<file path="src/rtl/sort_pkg.sv">
// Definitions shared by the 3-input sorter, its serializer and their benches:
// default element width, serializer element index and the sorted-triple layout.
package sort_pkg;

    localparam int SORT_WIDTH = 3;

    typedef enum logic [1:0] {
        IDX0 = 2'd0,
        IDX1 = 2'd1,
        IDX2 = 2'd2
    } idx_e;

    typedef struct packed {
        logic [SORT_WIDTH-1:0] no1;
        logic [SORT_WIDTH-1:0] no2;
        logic [SORT_WIDTH-1:0] no3;
    } triple_t;

    function automatic idx_e idx_next(input idx_e i);
        case (i)
            IDX0:    idx_next = IDX1;
            IDX1:    idx_next = IDX2;
            default: idx_next = IDX0;
        endcase
    endfunction

endpackage

</file>
<file path="src/rtl/triple_fifo.sv">
// Triple-wide FIFO: DEPTH entries of {no1,no2,no3}, occupancy-counter full/empty,
// head entry presented combinationally.
module triple_fifo
    import sort_pkg::*;
#(
    parameter int WIDTH = SORT_WIDTH,
    parameter int DEPTH = 4
) (
    input  logic                 clk,
    input  logic                 rst,
    input  logic                 i_push,
    input  logic [3*WIDTH-1:0]   i_wdata,
    input  logic                 i_pop,
    output logic [3*WIDTH-1:0]   o_rdata,
    output logic                 o_full,
    output logic                 o_empty
);

    localparam int AW = (DEPTH > 1) ? $clog2(DEPTH) : 1;

    logic [3*WIDTH-1:0] r_mem [DEPTH];
    logic [AW-1:0]      r_wr_ptr;
    logic [AW-1:0]      r_rd_ptr;
    logic [AW:0]        r_count;
    logic               w_push;
    logic               w_pop;

    assign o_full  = (r_count == (AW+1)'(DEPTH));
    assign o_empty = (r_count == '0);
    assign w_push  = i_push && !o_full;
    assign w_pop   = i_pop && !o_empty;
    assign o_rdata = r_mem[r_rd_ptr];

    // DEPTH is a power of two, so pointers wrap by natural overflow.
    always_ff @(posedge clk) begin
        if (rst) begin
            r_wr_ptr <= '0;
            r_rd_ptr <= '0;
            r_count  <= '0;
        end else begin
            if (w_push) r_wr_ptr <= r_wr_ptr + 1'b1;
            if (w_pop)  r_rd_ptr <= r_rd_ptr + 1'b1;
            case ({w_push, w_pop})
                2'b10:   r_count <= r_count + 1'b1;
                2'b01:   r_count <= r_count - 1'b1;
                default: r_count <= r_count;
            endcase
        end
    end

    // Storage is deliberately left unreset; the empty flag masks stale contents.
    always_ff @(posedge clk) begin
        if (w_push) r_mem[r_wr_ptr] <= i_wdata;
    end

endmodule

</file>
<file path="src/rtl/sort_serializer.sv">
// Buffers sorted triples and replays them as a valid/ready element stream with a
// last-of-triple flag, a sticky sort-order error and an emitted-triple counter.
module sort_serializer
    import sort_pkg::*;
#(
    parameter int WIDTH   = SORT_WIDTH,
    parameter int DEPTH   = 4,
    parameter bit DESCEND = 1'b0
) (
    input  logic             clk,
    input  logic             rst,
    input  logic             in_valid,
    input  logic [WIDTH-1:0] no1,
    input  logic [WIDTH-1:0] no2,
    input  logic [WIDTH-1:0] no3,
    output logic             in_ready,
    output logic             out_valid,
    output logic [WIDTH-1:0] out_data,
    output logic             out_last,
    input  logic             out_ready,
    output logic             order_err,
    output logic [15:0]      triple_cnt
);

    idx_e               r_idx;
    logic               r_order_err;
    logic [15:0]        r_triple_cnt;

    logic [3*WIDTH-1:0] w_rdata;
    logic               w_full;
    logic               w_empty;
    logic               w_push;
    logic               w_fire;
    logic               w_pop;
    logic               w_bad_order;

    assign w_push = in_valid && !w_full;
    assign w_fire = !w_empty && out_ready;
    assign w_pop  = w_fire && (r_idx == IDX2);

    // Unsigned compares; ties are legal in either direction.
    assign w_bad_order = DESCEND ? ((no1 < no2) || (no2 < no3))
                                 : ((no1 > no2) || (no2 > no3));

    triple_fifo #(
        .WIDTH (WIDTH),
        .DEPTH (DEPTH)
    ) u_fifo (
        .clk     (clk),
        .rst     (rst),
        .i_push  (w_push),
        .i_wdata ({no1, no2, no3}),
        .i_pop   (w_pop),
        .o_rdata (w_rdata),
        .o_full  (w_full),
        .o_empty (w_empty)
    );

    always_ff @(posedge clk) begin
        if (rst) begin
            r_idx        <= IDX0;
            r_order_err  <= 1'b0;
            r_triple_cnt <= '0;
        end else begin
            if (w_fire) r_idx <= idx_next(r_idx);
            if (w_pop)  r_triple_cnt <= r_triple_cnt + 16'd1;
            if (w_push && w_bad_order) r_order_err <= 1'b1;
        end
    end

    always_comb begin
        out_data = '0;
        if (!w_empty) begin
            case (r_idx)
                IDX0:    out_data = w_rdata[3*WIDTH-1 -: WIDTH];
                IDX1:    out_data = w_rdata[2*WIDTH-1 -: WIDTH];
                default: out_data = w_rdata[WIDTH-1:0];
            endcase
        end
    end

    assign in_ready   = !w_full;
    assign out_valid  = !w_empty;
    assign out_last   = (r_idx == IDX2) && !w_empty;
    assign order_err  = r_order_err;
    assign triple_cnt = r_triple_cnt;

endmodule

</file>
<file path="config.mk">
export PLATFORM = sky130hd
export DESIGN_NAME = sort_serializer
export DESIGN_NICKNAME = d
export VERILOG_FILES = /design/src/rtl/sort_pkg.sv /design/src/rtl/triple_fifo.sv /design/src/rtl/sort_serializer.sv
export SDC_FILE = /design/constraint.sdc
export NUM_CORES = 1
export LEC_CHECK = 0
export CORE_MARGIN = 3
export CORE_UTILIZATION = 40
export DETAILED_ROUTE_END_ITERATION = 6
export GPL_TIMING_DRIVEN = 0
export PLACE_DENSITY = 0.61
export SLEW_MARGIN = 40
export SYNTH_ARGS = -nofsm -noshare
export SYNTH_HDL_FRONTEND = slang
export SYNTH_SLANG_ARGS = --single-unit
</file>
<file path="constraint.sdc">
create_clock -name clk -period 2.5 [get_ports clk]
set_input_delay 0.5 -clock clk [delete_from_list [all_inputs] [get_ports clk]]
set_output_delay 0.5 -clock clk [all_outputs]
set_load 0.02 [all_outputs]
</file>
* Yosys cells after proc, flatten, opt, wreduce, memory -nomap -nowiden
Memory sizes are Yosys's and may differ from the RTL's. A register that Yosys moved wholly into a read port is not among the register bits.
Cells that the tools add are included.
** Cells by class
- $add $sub $neg :: 5
- $lt $le $gt $ge :: 2
- Eq/ne operators :: 5
- Muxes and demuxes :: 8
- Reduce and logical (&&, ||, !) cells :: 13
** Operators by type and width (number)
- $add A16 B1 Y16 const B :: 1
- $pmux W3 S2 :: 2
- $logic_and A1 B1 Y1 :: 7
- $gt A3 B3 Y1 :: 2
- $add A2 B1 Y2 const B :: 2
- $eq A2 B1 Y1 const B :: 2
- $eq A2 B2 Y1 const B :: 2
- $mux W2 :: 2
- $pmux W2 S2 :: 1
- $add A3 B1 Y3 const B :: 1
- $eq A3 B3 Y1 const B :: 1
- $logic_not A3 Y1 :: 1
- $mux W3 :: 1
- $sub A3 B1 Y3 const B :: 1
- $logic_not A1 Y1 :: 2
- $logic_not A2 Y1 :: 1
- $mux W1 :: 2
- $reduce_bool A2 Y1 :: 1
- $logic_or A1 B1 Y1 :: 1
** Storage, ports and cells
- Flip-flop bits (word level) :: 26
- RAM bits :: 36
- Input bits :: 13
- Memories kept :: 1
** Memory list
- u_fifo.r_mem :: depth 4, width 9, rd ports 1, clocked after Yosys merged registers in 1, wr ports 1, RTL line triple_fifo.sv:21 : logic [3*WIDTH-1:0] r_mem [DEPTH];

* Logic depth before layout (Yosys ltp)
- Depth after elaboration :: 7
- Gate-level depth with buffers :: 9

* Hierarchy
From an unflattened synthesis, not the netlist that was laid out.
** Unflattened totals
- Cells, all modules :: 238
- Area, all modules :: 2940.3 um2
** Modules (own cells, without submodules)
- triple_fifo :: times used 1, cells each 101, area an instance 1778.0 um2, seq. area each 1261.2 um2
- sort_serializer :: times used 1, cells each 137, area an instance 1162.4 um2, seq. area each 380.4 um2

* Worst setup path after synthesis
Ideal clock, no wire load.
- Path kind :: register to register
- Start :: register u_fifo.r_count[0]
- End :: register u_fifo.r_count[2]
- Arrival time :: 1.982 ns
- Data required time :: 2.370 ns
- Slack :: 0.388 ns
- Stages on the path, launching flop included :: 10
- Cell sequence :: dfxtp_1 or3b_1 buf_4 and2_4 buf_6 nor3_1 fa_1 o2111a_1 o21ai_0 nor3b_2
** Between the ends
- Elaborated cells on any way between the ends :: 15
- Those cells by class :: add/sub: 2; eq/ne: 3; mux: 1; reduce/logical: 9
** RTL lines
- start: declaration :: RTL line triple_fifo.sv:24 : logic [AW:0] r_count;
- start signal: assignment :: RTL line triple_fifo.sv:44 : 2'b10: r_count <= r_count + 1'b1;
- start signal: assignment :: RTL line triple_fifo.sv:45 : 2'b01: r_count <= r_count - 1'b1;
- start signal: assignment :: RTL line triple_fifo.sv:46 : default: r_count <= r_count;
- $eq A3 B3 Y1 (*) :: RTL line triple_fifo.sv:28 : assign o_full = (r_count == (AW+1)'(DEPTH));
- $logic_not A1 Y1 (*)
- net in_ready :: RTL line sort_serializer.sv:16 : output logic in_ready,
- $logic_and A1 B1 Y1 :: RTL line sort_serializer.sv:37 : assign w_push = in_valid && !w_full;
- $logic_and A1 B1 Y1 (*) :: RTL line triple_fifo.sv:30 : assign w_push = i_push && !o_full;
- $eq A2 B1 Y1 / $eq A2 B2 Y1 (equally long branches) :: RTL line triple_fifo.sv:43 : case ({w_push, w_pop})
- $pmux W3 S2 / $reduce_bool A2 Y1 (equally long branches)
Mark *: on every way through the listed nets, which the timed path passes. The rest lies on a longest branch.
A chain may end at the register's enable or synchronous reset.

* Worst setup path after layout
- Start :: register u_fifo.r_count[0]
- End :: output port out_valid
** Between the ends
- Longest elaborated chain between the ends :: 2
** RTL lines
- $logic_not A3 Y1 :: RTL line triple_fifo.sv:29 : assign o_empty = (r_count == '0);
- $logic_not A1 Y1 :: RTL line sort_serializer.sv:83 : assign out_valid = !w_empty;
- end: declaration :: RTL line sort_serializer.sv:17 : output logic out_valid,
Every way passes these cells.

==> results.md <==
* Status: complete, no violations
* Critical R2R Capture: u_fifo.r_count[2]
* R2r worst-path depth at 9
* All-layer global routing usage at 0.151
* Fmax at around 430 MHz
* CP endpoint: out_valid
* Fin. max-slew vios at 0
* CTS Buf Count at 9
* Iter 0 DRT Violations at 91
* Aggregate global routing overflow at 0
* Number of max-cap violations at 0
* HPWL after DPL at a little over 4 mm
* Critical Path Stages at 3
* Post-layout minimum cycle time at approximately 2.3 ns
* Synth Instances at around 230
* Crit-path max cell delay at around 0.69 ns
* WP buf/inv at 2
* Ys Warns at 0
* Min-delay worst type: flop to flop
* Leakage dissipation at roughly 1.3 nW
* Power, Total at roughly 2.2 mW
* Final setup fails at 0
* Avg Synthesized Cell Area at between 10 and 15 µm²
* Pin count of the biggest net entering global routing at 14
* Fin crit share at 0.936
* CTS H-tree depth at 3
* Critical path class: flop to output pin
* First-pass GRT wire length at between 9 and 10 mm
* Final #Nets at 303
* Clock transition at the registers of the reported paths at roughly 0.070 ns
* WP data arrival at between 1.5 and 2 ns
* Via Count at between 1.5k and 2k
* Die Wd at just over 90 µm
* WP data required at ~2 ns
* Post-CTS setup buffer count at 0
* Clock tree sinks at 64
* GP Congestion at 0.777
* FF-to-FF setup slack at 0.27 ns
* Most frequent cells in the layout: edfxtp_1, clkdlybuf4s50_1, dfxtp_1
* DP Worst Slack at -0.182 ns
* Setup Skew at slightly below 0.007 ns
* # rows at 30
* CP startpoint: u_fifo.r_count[0]
* Register area at approximately 1600 µm²
* Hold Buf Count CTS at 0
* Vias per inst at 5.15
* Core Region at about 7000 µm²
* Family with the most delay on the worst path: buffers and inverters
* Layout cells sized above 1 at 0.148
* Worst-Skew Late Latency at ~0.34 ns
* Synth cell types at 45
* Slew HR at 0.637
* Post-synthesis cell area at 2990 µm²
* Number of synthesized flops with an enable pin at 36
* CP Max Fanout at 11
* Top FF cell, synth: edfxtp_1
* RSZ-0062 raised after global routing: no
* First-pass detailed-route iteration total at 4
* Multi-input combinational cell area at roughly 1200 µm²
* # IOs at 36
* Die ar. at 8540 µm²
* WL/cell at about 16 µm
* Fin worst setup slack at 0.159 ns
* Synthesized flop and latch total at between 60 and 70
* Ant diodes at 0
* Ys async rst share at 0
* Fill cell count at between 600 and 700
* Crit-path cells: nor3_1, inv_1, clkdlybuf4s50_1
* Power density over the cells at ~600 nW/µm²
* Syn_nets at approximately 260
* Overall die height at a little over 90 µm
* Initial antenna violation count at 0
* Most common cell after layout, fill and taps aside: edfxtp_1
* Worst path slowest cell: clkdlybuf4s50_1
* Sequential area share after synthesis at 0.550
* Routed wire length at between 5 and 6 mm
* Maximum VDD drop at 0.297 mV
* Worst Tran Pin Value at about 0.55 ns
* Max Root-Sink Buffers at 2
* Crit. End Element: output pin
* ANT nets after route at 0
* Port Buffers at 35
* Worst setup SP type: flop
* Vias in the first global route at ~1.9k
* Count of final hold-check violations at 0
* Layout overhead on the synthesized area at 21.2%
* Drc violations at 0
* CTS tree: built
* Initial Utilization at 0.425
* Root buf cell: clkbuf_8
* RR Startpoint: u_fifo.r_count[0]
-- worst min-delay path, delay by kind of cell (launching register included) --
| kind | cells | cell delay, ns |
|---|---|---|
| DFF | 1 | 0.33 |
| AOI/OAI and AO/OA | 2 | 0.11 |
-- per-stage QoR --
stage	TNS [ns]	instances	hold slack, ns	area, µm²	utilization
5_1_grt	0	379	0.507	3620	0.516
2_1_floorplan	0	234	0.472	2990	-
3_3_place_gp	-0.185	365	0.472	3460	0.492
4_1_cts	0	379	0.488	3630	0.517
3_5_place_dp	-0.182	365	0.477	3460	0.492
6_report	0	379	0.489	3620	0.516
-- repair_timing --
action,in CTS,in global routing
endpoints found under the setup margin,5,3
gates resized for setup,6,7
cloned,0,0
-- worst min-delay path by stage --
stage,start,endpoint,slack [ns],depth (start not counted)
after floorplan,u_fifo.r_rd_ptr[1],flop,0.47,2
after global placement,triple_cnt[15],triple_cnt[15],0.47,2
after detailed placement,triple_cnt[15],triple_cnt[15],0.48,2
after CTS,triple_cnt[15],triple_cnt[15],0.49,2
after global routing,triple_cnt[15],triple_cnt[15],0.51,2
final,triple_cnt[15],triple_cnt[15],0.49,2
-- sequential cells by signal, summed over array words and instances, names as in the netlist, named ones only --
signal and flops:
r_idx 2, order_err 1, u_fifo.r_rd_ptr 2, u_fifo.r_count 3
u_fifo.r_mem 36, triple_cnt 16, u_fifo.r_wr_ptr 2
-- synth_stat cells, drive strengths merged (2+ instances only) --
| cell | count | share of area |
|---|---|---|
| edfxtp | 36 | 0.36 |
| dfxtp | 28 | 0.19 |
| nor2 | 22 | 0.030 |
| inv | 12 | 0.015 |
| a21oi | 11 | 0.018 |
| ha | 11 | 0.046 |
| mux4 | 9 | 0.068 |
| nand2 | 8 | 0.010 |
| and3 | 6 | 0.013 |
| buf | 6 | 0.015 |
| nor3 | 6 | 0.010 |
| o21ai | 6 | 0.010 |
| xnor2 | 6 | 0.024 |
| clkbuf | 5 | 0.0063 |
| mux2 | 5 | 0.019 |
| mux2i | 5 | 0.017 |
| nand3 | 5 | 0.013 |
| nor2b | 5 | 0.010 |
| nand4 | 4 | 0.0084 |
| o31ai | 4 | 0.010 |
| or4 | 4 | 0.010 |
| xor2 | 4 | 0.012 |
| and4 | 3 | 0.0088 |
| a211o | 2 | 0.0059 |
| a31oi | 2 | 0.0042 |
| and2 | 2 | 0.0050 |
| nand2b | 2 | 0.0042 |
| nand4b | 2 | 0.0059 |
| nor4 | 2 | 0.0042 |
| or3 | 2 | 0.0042 |
-- per-layer routing --
metal  up-vias  GRT usage  share of wire
li1        958          -              -
met1       942      0.206           0.48
met2        42      0.216           0.45
met3         8     0.0544          0.055
met4         0     0.0668          0.012
met5         -          0              0
-- area by class of cell --
| class | instances | area share |
|---|---|---|
| Buffer | 9 | 0.0183 |
| Clock buffer | 9 | 0.0342 |
| Clock inverter | 7 | 0.0149 |
| Sequential cell | 64 | 0.454 |
| Multi-Input combinational cell | 147 | 0.341 |
| Timing Repair Buffer | 35 | 0.0923 |
| Inverter | 12 | 0.0124 |
| Tap cell | 96 | 0.0332 |
-- power by group --
group	internal (mW)	leakage, nW	switching (mW)
sequential	1.15	0.557	0.0166
clock	0.367	0.0827	0.430
combinational	0.0961	0.644	0.134
total	1.62	1.28	0.581
-- cells by family (layout without fill, tap and decap cells) --
| kind of cell | after synthesis | count (layout) | synth area share |
|---|---|---|---|
| simple gates | 78 | 78 | 0.157 |
| flops | 64 | 64 | 0.550 |
| compound gates | 28 | 28 | 0.0645 |
| buf+inv | 23 | 72 | 0.0365 |
| mux | 19 | 19 | 0.104 |
| fa+ha+maj | 12 | 12 | 0.0528 |
| xor+xnor | 10 | 10 | 0.0356 |
Note: power is estimated with default switching activity, not from simulation.
